<file path="config.mk">
export PLATFORM = sky130hd
export DESIGN_NAME = aes_spi_sequencer
export DESIGN_NICKNAME = d
export VERILOG_FILES = /design/src/rtl/aes_spi_sequencer.sv
export SDC_FILE = /design/constraint.sdc
export NUM_CORES = 1
export LEC_CHECK = 0
export CORE_MARGIN = 4
export CORE_UTILIZATION = 50
export DETAILED_ROUTE_END_ITERATION = 7
export PLACE_DENSITY = 0.91
export SETUP_SLACK_MARGIN = 0.2
export SLEW_MARGIN = 15
export SYNTH_ARGS = -nofsm -noshare
export SYNTH_HDL_FRONTEND = slang
export SYNTH_SLANG_ARGS = --single-unit
</file>
<file path="constraint.sdc">
create_clock -name clk -period 3.2 [get_ports clk]
set_input_delay 0.8 -clock clk [delete_from_list [all_inputs] [get_ports clk]]
set_output_delay 0.8 -clock clk [all_outputs]
set_load 0.05 [all_outputs]
</file>
<file path="src/rtl/aes_spi_sequencer.sv">
// -----------------------------------------------------------------------------
// aes_spi_sequencer
//
// Runs one complete AES block operation over the SPI link to the Cipher slave:
// 8 key words, 8 data words, then 9 readback words. The first readback word is
// the slave's stale shift register, so it ends up shifted out of the result.
//
// Ports
//   clk, rst          system clock, synchronous active-high reset
//   start             begin an operation (sampled only while idle)
//   mode              1 = decrypt, 0 = encrypt (latched at start)
//   key, block_in     128-bit key and data block (latched at start)
//   busy              high while transfers are being sequenced
//   done              one-cycle pulse at the end (success or timeout)
//   error             set with done on timeout, held until next accepted start
//   result            128-bit result, valid from done until next accepted start
//   cipher_mode       latched mode, drives the Cipher MODE pin
//   spi_data_in       word to SPI_MASTER DATA_IN
//   spi_data_valid    transfer request to SPI_MASTER
//   spi_cs            SPI_MASTER CS (low = transfer in progress)
//   spi_done          SPI_MASTER DONE pulse, one per completed transfer
//   spi_data_out      SPI_MASTER DATA_OUT, valid with spi_done
// -----------------------------------------------------------------------------
module aes_spi_sequencer #(
    parameter int WORD_W  = 16,
    parameter int TIMEOUT = 4096
) (
    input  logic              clk,
    input  logic              rst,
    input  logic              start,
    input  logic              mode,
    input  logic [127:0]      key,
    input  logic [127:0]      block_in,
    output logic              busy,
    output logic              done,
    output logic              error,
    output logic [127:0]      result,
    output logic              cipher_mode,
    output logic [WORD_W-1:0] spi_data_in,
    output logic              spi_data_valid,
    input  logic              spi_cs,
    input  logic              spi_done,
    input  logic [WORD_W-1:0] spi_data_out
);

    localparam int NWORDS = 128 / WORD_W;
    localparam int WD_W   = $clog2(TIMEOUT + 1);

    typedef enum logic [3:0] {
        S_IDLE,
        S_KEY_REQ,
        S_KEY_WAIT,
        S_TEXT_REQ,
        S_TEXT_WAIT,
        S_RECV_REQ,
        S_RECV_WAIT,
        S_FIN,
        S_ERR
    } state_e;

    state_e            state_q, state_d;
    logic [127:0]      sh_q,    sh_d;     // outgoing word shifter, LS word first
    logic [127:0]      blk_q,   blk_d;    // data block waiting for the TEXT phase
    logic [127:0]      res_q,   res_d;
    logic [3:0]        idx_q,   idx_d;
    logic [WD_W-1:0]   wd_q,    wd_d;     // watchdog, cycles spent on this word
    logic              err_q,   err_d;
    logic              mode_q,  mode_d;

    logic   in_key, in_text, in_recv, in_req, in_xfer;
    logic   [3:0] last_idx;
    state_e req_st, wait_st;

    always_comb begin
        in_key   = (state_q == S_KEY_REQ)  || (state_q == S_KEY_WAIT);
        in_text  = (state_q == S_TEXT_REQ) || (state_q == S_TEXT_WAIT);
        in_recv  = (state_q == S_RECV_REQ) || (state_q == S_RECV_WAIT);
        in_req   = (state_q == S_KEY_REQ)  || (state_q == S_TEXT_REQ) ||
                   (state_q == S_RECV_REQ);
        in_xfer  = in_key || in_text || in_recv;
        // Readback needs one extra transfer to flush the slave's stale word.
        last_idx = in_recv ? 4'(NWORDS) : 4'(NWORDS - 1);
        if (in_key) begin
            req_st  = S_KEY_REQ;
            wait_st = S_KEY_WAIT;
        end else if (in_text) begin
            req_st  = S_TEXT_REQ;
            wait_st = S_TEXT_WAIT;
        end else begin
            req_st  = S_RECV_REQ;
            wait_st = S_RECV_WAIT;
        end
    end

    always_comb begin
        state_d = state_q;
        sh_d    = sh_q;
        blk_d   = blk_q;
        res_d   = res_q;
        idx_d   = idx_q;
        wd_d    = wd_q;
        err_d   = err_q;
        mode_d  = mode_q;

        case (state_q)
            S_IDLE: begin
                if (start) begin
                    sh_d    = key;
                    blk_d   = block_in;
                    mode_d  = mode;
                    res_d   = '0;
                    err_d   = 1'b0;
                    idx_d   = '0;
                    wd_d    = '0;
                    state_d = S_KEY_REQ;
                end
            end

            S_KEY_REQ, S_KEY_WAIT, S_TEXT_REQ, S_TEXT_WAIT,
            S_RECV_REQ, S_RECV_WAIT: begin
                wd_d = wd_q + WD_W'(1);
                // A completion wins over both the watchdog and the CS handshake;
                // a DONE that arrives while still in REQ counts for this word.
                if (spi_done) begin
                    wd_d  = '0;
                    idx_d = idx_q + 4'd1;
                    sh_d  = sh_q >> WORD_W;
                    if (in_recv)
                        res_d = {spi_data_out, res_q[127:WORD_W]};
                    if (idx_q == last_idx) begin
                        idx_d = '0;
                        if (in_key) begin
                            state_d = S_TEXT_REQ;
                            sh_d    = blk_q;
                        end else if (in_text) begin
                            state_d = S_RECV_REQ;
                        end else begin
                            state_d = S_FIN;
                        end
                    end else begin
                        state_d = req_st;
                    end
                end else if (wd_q == WD_W'(TIMEOUT - 1)) begin
                    state_d = S_ERR;
                    err_d   = 1'b1;
                end else if (in_req && !spi_cs) begin
                    state_d = wait_st;
                end
            end

            S_FIN, S_ERR: state_d = S_IDLE;

            default: state_d = S_IDLE;
        endcase
    end

    always_ff @(posedge clk) begin
        if (rst) begin
            state_q <= S_IDLE;
            sh_q    <= '0;
            blk_q   <= '0;
            res_q   <= '0;
            idx_q   <= '0;
            wd_q    <= '0;
            err_q   <= 1'b0;
            mode_q  <= 1'b0;
        end else begin
            state_q <= state_d;
            sh_q    <= sh_d;
            blk_q   <= blk_d;
            res_q   <= res_d;
            idx_q   <= idx_d;
            wd_q    <= wd_d;
            err_q   <= err_d;
            mode_q  <= mode_d;
        end
    end

    // busy falls on the same edge that enters FIN/ERR, where done rises.
    assign busy           = in_xfer;
    assign done           = (state_q == S_FIN) || (state_q == S_ERR);
    assign error          = err_q;
    assign result         = res_q;
    assign cipher_mode    = mode_q;
    // Readback words carry no payload; the shifter is held in WAIT so the
    // word stays on the bus for the whole transfer.
    assign spi_data_in    = (in_key || in_text) ? sh_q[WORD_W-1:0] : '0;
    // Gated by rst so a reset drops the request without waiting for the edge.
    assign spi_data_valid = in_req && !rst;

endmodule

</file>
==> results.ini <==
[min_path]
hold_end=sh_q[127]
hold_class=flip-flop to flip-flop
min-delay-start=sh_q[127]
holdPathStages=2

[synthesis]
yosys.area.top_type=dfxtp_1
postSynth.asyncResetShare_pct=0
synth_edf_count=0
synth-seq-area-share_pct=46.3
ys_warn_count=0
syn_area_per_cell_um2=8.80
yosysUniqueCellTypes=55
synth_top_cell_area_share_pct=46.3
synth-seq-cells=407
netlist_instances=1998
yosysMostFrequentCell=dfxtp_1
synthTopCellsByArea=dfxtp_1 (46%), mux2i_1 (14%), a21oi_1 (7.1%), nand2_1 (6.1%), a22o_1 (5.6%)
synth_nets=2278
ys.flop_type=dfxtp_1
synth_area_um2=17600
synthTopCellsByCount=dfxtp_1 (407), nand2_1 (288), nor2_1 (259), a21oi_1 (249), mux2i_1 (241)

[critical_path]
arrival_ns=2.08
start_kind=flip-flop
cpPeakStageDelay_ns=0.43
r2r-end=result[127]
crit_slowest_cell=dfxtp_2
worstPathRequired_ns=2.40
worst-path-buf-inv=2
timing.rr.start=state_q[1]
cp_top_family=simple AND/OR/NAND/NOR gates
path_cells=buf_4, or3_1, nand2_1, nor2_4, and2_1, buf_12
r2r.worst_path.cells=8
worstPathMaxFanout=16
critPathCaptureType=output port
ff2ff_setup_slack_ns=0.68
criticalPathCategory=flip-flop to output port

[cells_and_area]
multiInputGateArea_um2=8570
design_area_um2=23600
nets=2619
seq_area_um2=8150
areaGrowthSynthToFinish_pct=34.2
drive_above_1_share_pct=6.09
fill_cells=2526

[floorplan]
row_count=68
die_h_um=196
fp.dieW_um=196
core_area_um2=34600
ios=427
start_util_pct=50.8
dieArea_um2=38200

[detailed_routing]
firstDrtPassIters=5
wire_per_inst_um=20.0
drt_wl_total_um=56500
drc_errors=0
vias=16100
via_per_inst=5.68
ant_nets=0
drtIter0Drc=1338

[place]
postPlaceCellArea_um2=22300
port_buffers=426
gp_congestion=0.900
dpl.hpwl_um=39400

[grt]
antenna_found_initial=7
grt-ovfl-total=0
grt_pass1_wl_um=87000
grt_max_degree=160
grt.total_usage_pct=27.7
grt_pass1_vias=15800

[sta]
maxSlewViolCount=0
fin_crit_sh_pct=90.1
hold_viol_final=0
relSlewSlack_pct=31.4
finClkSkew_ns=0.0197
fin_crit_ns=2.88
tightest_slew_ns=1.03
fin_tns_setup_ns=0
rsz0062_at_grt=false
setup_viol=0
fmax_ghz=0.347

[power]
peakVddDrop_v=0.000619
combPwrFrac_pct=41.4
p_int_mw=12.2
clkPwrFrac_pct=23.5
p_switching_mw=7.71
p_leak_nw=8.73
swShare_pct=38.7
seqPwrFrac_pct=35.1
powerDensity_nw_per_um2=844

[clock_tree]
cts_root_buf=clkbuf_16
cts_made_buffers=42
cts_tree=yes
clkSlewWorstSetupHoldPaths_ns=0.06
clock_path_buffers=3
postCtsSetupRepairBufs=0
postCtsHoldBufs=0
cts_max_level=2
clock-sinks=407
clkLatencyLatePin_ns=0.53

[flow_run]
maxCapViolations=0

[run_status]
status=finished clean

-- flip-flops by register name, summed over array words and instances (netlist names) --
| signal | count |
|---|---|
| sh_q | 128 |
| result | 128 |
| state_q | 4 |
| idx_q | 4 |
| blk_q | 128 |
| cipher_mode | 1 |
| error | 1 |
| wd_q | 13 |
-- worst max path at each step --
stage | from | to | slack, ns | cells after the start
2_1_floorplan | rst | spi_data_valid | 0.52 | 3
3_3_place_gp | spi_done | sh_q[50] | 0.24 | 7
3_5_place_dp | spi_done | sh_q[39] | 0.18 | 7
4_1_cts | state_q[3] | busy | 0.25 | 3
5_1_grt | state_q[2] | spi_data_in[2] | 0.22 | 6
6_report | state_q[2] | spi_data_in[12] | 0.32 | 6
-- worst register-to-register path, delay by kind of cell, from the launching register on --
family                 cells  cell delay, ns
muxes                      1            0.10
and+or+nand+nor            4            1.06
buffers and inverters      3            0.80
DFF                        1            0.51
-- repair_timing --
action                                  4_1_cts  5_1_grt
gates resized for setup                       6        1
pin swaps                                     0        0
endpoints found under the setup margin       18        2
-- through the flow --
step	total power, mW	worst slack [ns]	hold slack, ns	utilization, %	std cells
after CTS	19.9	0.248	0.452	68.1	2821
after floorplan	12.5	0.515	0.429	-	1998
final	19.9	0.318	0.449	68.2	2828
after global routing	20.9	0.217	0.468	68.2	2828
after global placement	14.9	0.236	0.436	64.3	2750
after detailed placement	15.2	0.180	0.444	64.3	2750
-- routing by layer --
| metal | global-route usage (%) | part of all wire, % |
|---|---|---|
| met4 | 12.2 | 4.7 |
| met5 | 0 | 0 |
| met3 | 4.85 | 7.5 |
| met2 | 46.9 | 48 |
| met1 | 34.8 | 40 |
-- power groups by stage --
stage | logic (mW) | clock network [mW] | registers [mW]
4_1_cts | 8.22 | 4.71 | 6.95
6_report | 8.25 | 4.68 | 6.99
3_5_place_dp | 8.14 | 0 | 7.04
3_3_place_gp | 7.91 | 0 | 6.97
5_1_grt | 8.88 | 4.95 | 7.10
2_1_floorplan | 5.57 | 0 | 6.91
-- cells in the final DEF (no fill, tap or decap), drive strengths merged, types with 4 or more instances in the layout --
| cell | count |
|---|---|
| dfxtp | 407 |
| clkdlybuf4s50 | 406 |
| nand2 | 289 |
| nor2 | 260 |
| a21oi | 249 |
| mux2i | 241 |
| and2 | 145 |
| a22o | 112 |
| clkbuf | 57 |
| buf | 57 |
| o21ai | 19 |
| a22oi | 17 |
| clkinv | 11 |
| nor3 | 9 |
| nand3 | 9 |
| nor4 | 8 |
| diode | 7 |
| xnor2 | 6 |
| xor2 | 6 |
| nand2b | 5 |
| a31oi | 4 |
| nand4 | 4 |
| inv | 4 |
-- cells by family after synthesis --
logic type,Yosys count,share of synthesized area [%]
adder cells (fa/ha/maj),2,0.142
AO/OA/AOI/OAI,411,14.6
XOR/XNOR,12,0.598
buffers and inverters,172,5.29
multiplexers,241,13.7
AND/OR/NAND/NOR,753,19.3
flip-flops,407,46.3
-- cell type report --
cell class	instances	area share [%]
Inverter	4	0.0954
Sequential cell	407	34.5
Antenna cell	7	0.0742
Tap cell	455	2.41
Clock inverter	15	0.599
Clock buffer	56	4.89
Timing Repair Buffer	465	21.1
Multi-Input combinational cell	1419	36.3
No activity file was read; power rests on OpenSTA's default activity.
==> RTL change 1: new RTL, same flow settings <==
Change the parameter `WORD_W` from 16 to 14.
--- a/src/rtl/aes_spi_sequencer.sv
+++ b/src/rtl/aes_spi_sequencer.sv
@@ -22,7 +22,7 @@
 //   spi_data_out      SPI_MASTER DATA_OUT, valid with spi_done
 // -----------------------------------------------------------------------------
 module aes_spi_sequencer #(
-    parameter int WORD_W  = 16,
+    parameter int WORD_W  = 14,
     parameter int TIMEOUT = 4096
 ) (
     input  logic              clk,
Interface: changed (resized spi_data_in and spi_data_out); port bits go from 427 to 423. The function was not compared with the original's and may differ.
==> RTL change 1 against the original RTL <==
  * Design area decreased by 9.2%
  * Routed wire length fell by 9.3%
  * Clock skew fell by 0.0048 ns
  * Highest routed layer unchanged
  * Area after synthesis decreased by 12%
  * Sequential cell count stayed put
  * Worst setup slack improved by 0.069 ns
  * Largest cell class is now registers
  * Sequential power is 1% higher
  * Die area is 11% lower
  * Power fell by 7.7%
  * Utilization grew 1.7 points
==> RTL change 1: results (changes against the original RTL) <==
- Dpl cell area: 20100 sq um (-9.8%)
- Leakage: 0.00798 uW (-8.6%)
- Routed wire length: 51300 um (-9.3%)
- Placed instance count: 2424 (-12%)
- Met2 Track Usage GR: 47.7% (+0.72 points)
- Layout Nets: 2348 (-10%)
- Share of layout cells above drive strength 1: 10.0% (+4.0 points)
- IR drop worst, VDD: 0.425 mV (-31%)
- TritonCTS buffer count: 40 (-4.8%)
- DP Worst Slack: -0.139 ns (-0.320 ns)
- Vias: 14900 (-7.3%)
- Avg Cell Area, Syn: 9.05 sq um (+2.8%)
- CP Max Fanout: 14 (-2)
- Cell variety after synth: 54 (-1.8%)
- Syn_nets: 1997 (-12%)
- Fillers: 2132 (-16%)
- Largest net degree at the start of global routing: 130 (-19%)
- WP data arrival: 2.01 ns (-0.07 ns)
- Port bufs: 422 (-0.94%)
- Antenna violations before repair: 5 (-2)
- Met2 routed WL: 24900 um (-8.7%)
- Clock Skew: 0.0149 ns (-0.00477 ns)
- Grt met1 use: 34.2% (-0.58 points)
- GR Util met3: 5.31% (+0.46 points)
- Met3 WL: 4280 um (+1.4%)
- Clk network pwr share: 25.4% (+1.9 points)
- Synth top area cells: dfxtp_1 52%, nand2_1 9.2%, a22o_1 7.2%, o31ai_2 4.8%, a21oi_1 4.4%
- Status: complete, no violations
- Sequential fraction of the synthesis area: 52.4% (+6.1 points)
## RTL change 1: kinds of logic (layout without fill, tap and decap cells)
group / count (synthesis) / count (layout) / share of synthesized area (%)
buffers and inverters: 154 / 536 / 4.48
muxes: 1 / 1 / 0.0643
and+or+nand+nor: 607 / 607 / 16.0
AOI/OAI and AO/OA: 532 / 532 / 26.0
xor gates and xnor gates: 16 / 16 / 0.901
adders and majority gates: 2 / 2 / 0.161
other: 0 / 7 / 0
DFF: 407 / 407 / 52.4
## RTL change 1: what timing repair did
item	in CTS	in global routing
hold endpoints to repair	0	0
resized for setup	2	3
pin swaps	0	0
setup endpoints to repair	15	16
## RTL change 1: area by class of cell
cell class / count / area, sq um / share of cell area [%]
clock buffer: 58 / 1160 / 5.41
inverter: 2 / 10.0 / 0.0467
tap: 396 / 495 / 2.31
antenna: 7 / 17.5 / 0.0817
sequential: 407 / 8150 / 38.0
clock inverter: 15 / 144 / 0.671
timing repair buffer: 461 / 4680 / 21.8
multi-input combinational: 1158 / 6780 / 31.6
## RTL change 1: path summary, 6_finish.rpt
kind / from / endpoint / slack [ns] / depth (start not counted)
worst max-delay path: state_q[0]$_SDFFE_PP0P_ / spi_data_in[6] / 0.39 / 5
worst min-delay path: blk_q[119]$_SDFFE_PP0P_ / blk_q[119]$_SDFFE_PP0P_ / 0.45 / 2
worst max register to register: idx_q[0]$_SDFFE_PP0P_ / sh_q[76]$_SDFFE_PP0P_ / 0.54 / 6
worst min register to register: blk_q[119]$_SDFFE_PP0P_ / blk_q[119]$_SDFFE_PP0P_ / 0.45 / 2
## RTL change 1: critical path, cell delays in order, from the launching register on
cell and delay, ns:
dfxtp_2 0.51, nor3_4 0.12, nor3_2 0.24, buf_4 0.25
and2_1 0.16, buf_4 0.20
==> RTL change 2: new RTL, same settings <==
Made on the original files. Make the reset (`rst`) asynchronous in one clocked block. Comments in the files are not updated.
--- a/src/rtl/aes_spi_sequencer.sv
+++ b/src/rtl/aes_spi_sequencer.sv
@@ -154,7 +154,7 @@
         endcase
     end
 
-    always_ff @(posedge clk) begin
+    always_ff @(posedge clk or posedge rst) begin
         if (rst) begin
             state_q <= S_IDLE;
             sh_q    <= '0;
Check against the original RTL: not equivalent (Yosys sat finds a counterexample within 4 cycles, from zero or initial values and one cycle with rst high; the reset may be asserted at any time).
==> RTL change 2 against the original RTL <==
  * Worst setup slack improved by 0.052 ns
  * Area after synthesis increased by 0.63%
  * First-iteration DRC count increased by 2.1%
  * Design area increased by 2.0%
  * Power increased by 15%
  * Combinational power increased by 17%
  * Routed wire length decreased by 2.6%
  * Critical path depth decreased by 1
  * Sequential cell count unchanged
  * Highest routed layer is now met5
==> RTL change 2: results (changes against the original RTL) <==
- Adder-Cell Fraction of Synth Area: 0.141% (-0.00089 points)
- Top cells by count, synth: 407 x dfrtp_1, 213 x nand2_1, 129 x mux2_2
- Crit path to: spi_data_in[9]
- Reg2reg start: state_q[3]$_DFFE_PP0P_
- Cell variety after synth: 45 (-18%)
- Vias: 14800 (-7.9%)
- Gr usage total: 27.5% (-0.20 points)
- Largest net degree at the start of global routing: 129 (-19%)
- CP Max Fanout: 17 (+1)
- Antenna violations before repair: 10 (+3)
- Syn_nets: 1872 (-18%)
- Seq cells: 407 (unchanged)
- NonClk Buf Share: 20.9% (-0.21 points)
- Fraction of area in multi-input gates: 28.5% (-7.8 points)
- Hold Startpoint: sh_q[15]$_DFFE_PP0P_
- Status: complete, no violations
- Seq/total area: 42.3% (+7.8 points)
- Hold WS: 0.478 ns (+0.0290 ns)
- WP data arrival: 2.03 ns (-0.05 ns)
- Clk tree area frac: 5.78% (+0.29 points)
- WHS Path Cells: 1 (-1)
- Count of multi-input gates: 1045 (-26%)
- Setup crit start: state_q[0]$_DFFE_PP0P_
- Crit path max-delay cell type: dfrtp_2
- Sequential fraction of the synthesis area: 57.5% (+11 points)
- Hold endpoint: sh_q[15]$_DFFE_PP0P_
- First-pass GRT wire length: 84500 um (-2.8%)
- Mux share of post-synthesis cell area: 8.32% (-5.4 points)
- Reg2Reg Depth: 6 (-2)
- Share of layout cells above drive strength 1: 13.6% (+7.5 points)
- Leading area contributor after synthesis: dfrtp_1
- Routed wire length: 55000 um (-2.6%)
- Area fraction in compound gates after synthesis: 19.2% (+4.6 points)
- Fillers: 2337 (-7.5%)
- Async SR Flop Fraction: 100% (+100 points)
- IR drop worst, VDD: 0.535 mV (-14%)
- Slowest stage delay, CP: 0.53 ns (+0.10 ns)
- Initial DRC Count: 1366 (+2.1%)
- Clock buffers: 61 (+8.9%)
- Layout Nets: 2253 (-14%)
- Placer Congestion: 0.962 (+6.9%)
- Leakage: 0.0108 uW (+24%)
- DP HPWL: 38900 um (-1.3%)
RTL change 2: report_power, final:
part	leakage, uW	total [uW]	internal (uW)	switching [uW]
logic	0.00497	9680	4270	5410
clock network	0.000680	4950	2950	2000
registers	0.00519	8320	7050	1270
RTL change 2: timing repair:
action,in CTS,in global routing
pin swaps,0,0
resized for setup,3,5
setup endpoints to repair,17,17
RTL change 2: layer usage:
metal	part of all wire [%]	vias to the layer above	global-route usage (%)
li1	-	6447	-
met1	38	7286	35.3
met2	48	866	45.3
met3	8.9	181	5.70
met4	4.9	8	12.9
met5	0.13	-	0
RTL change 2: metrics by stage:
stage / total power (uW) / TNS [ns] / cells / cell area, sq um
after global routing: 24200 / 0 / 2461 / 24100
after floorplan: 14600 / -1255.06 / 1592 / 17700
after detailed placement: 17900 / 0 / 2384 / 22700
after global placement: 17400 / 0 / 2384 / 22700
after CTS: 23000 / 0 / 2455 / 24100
final: 23000 / 0 / 2461 / 24100
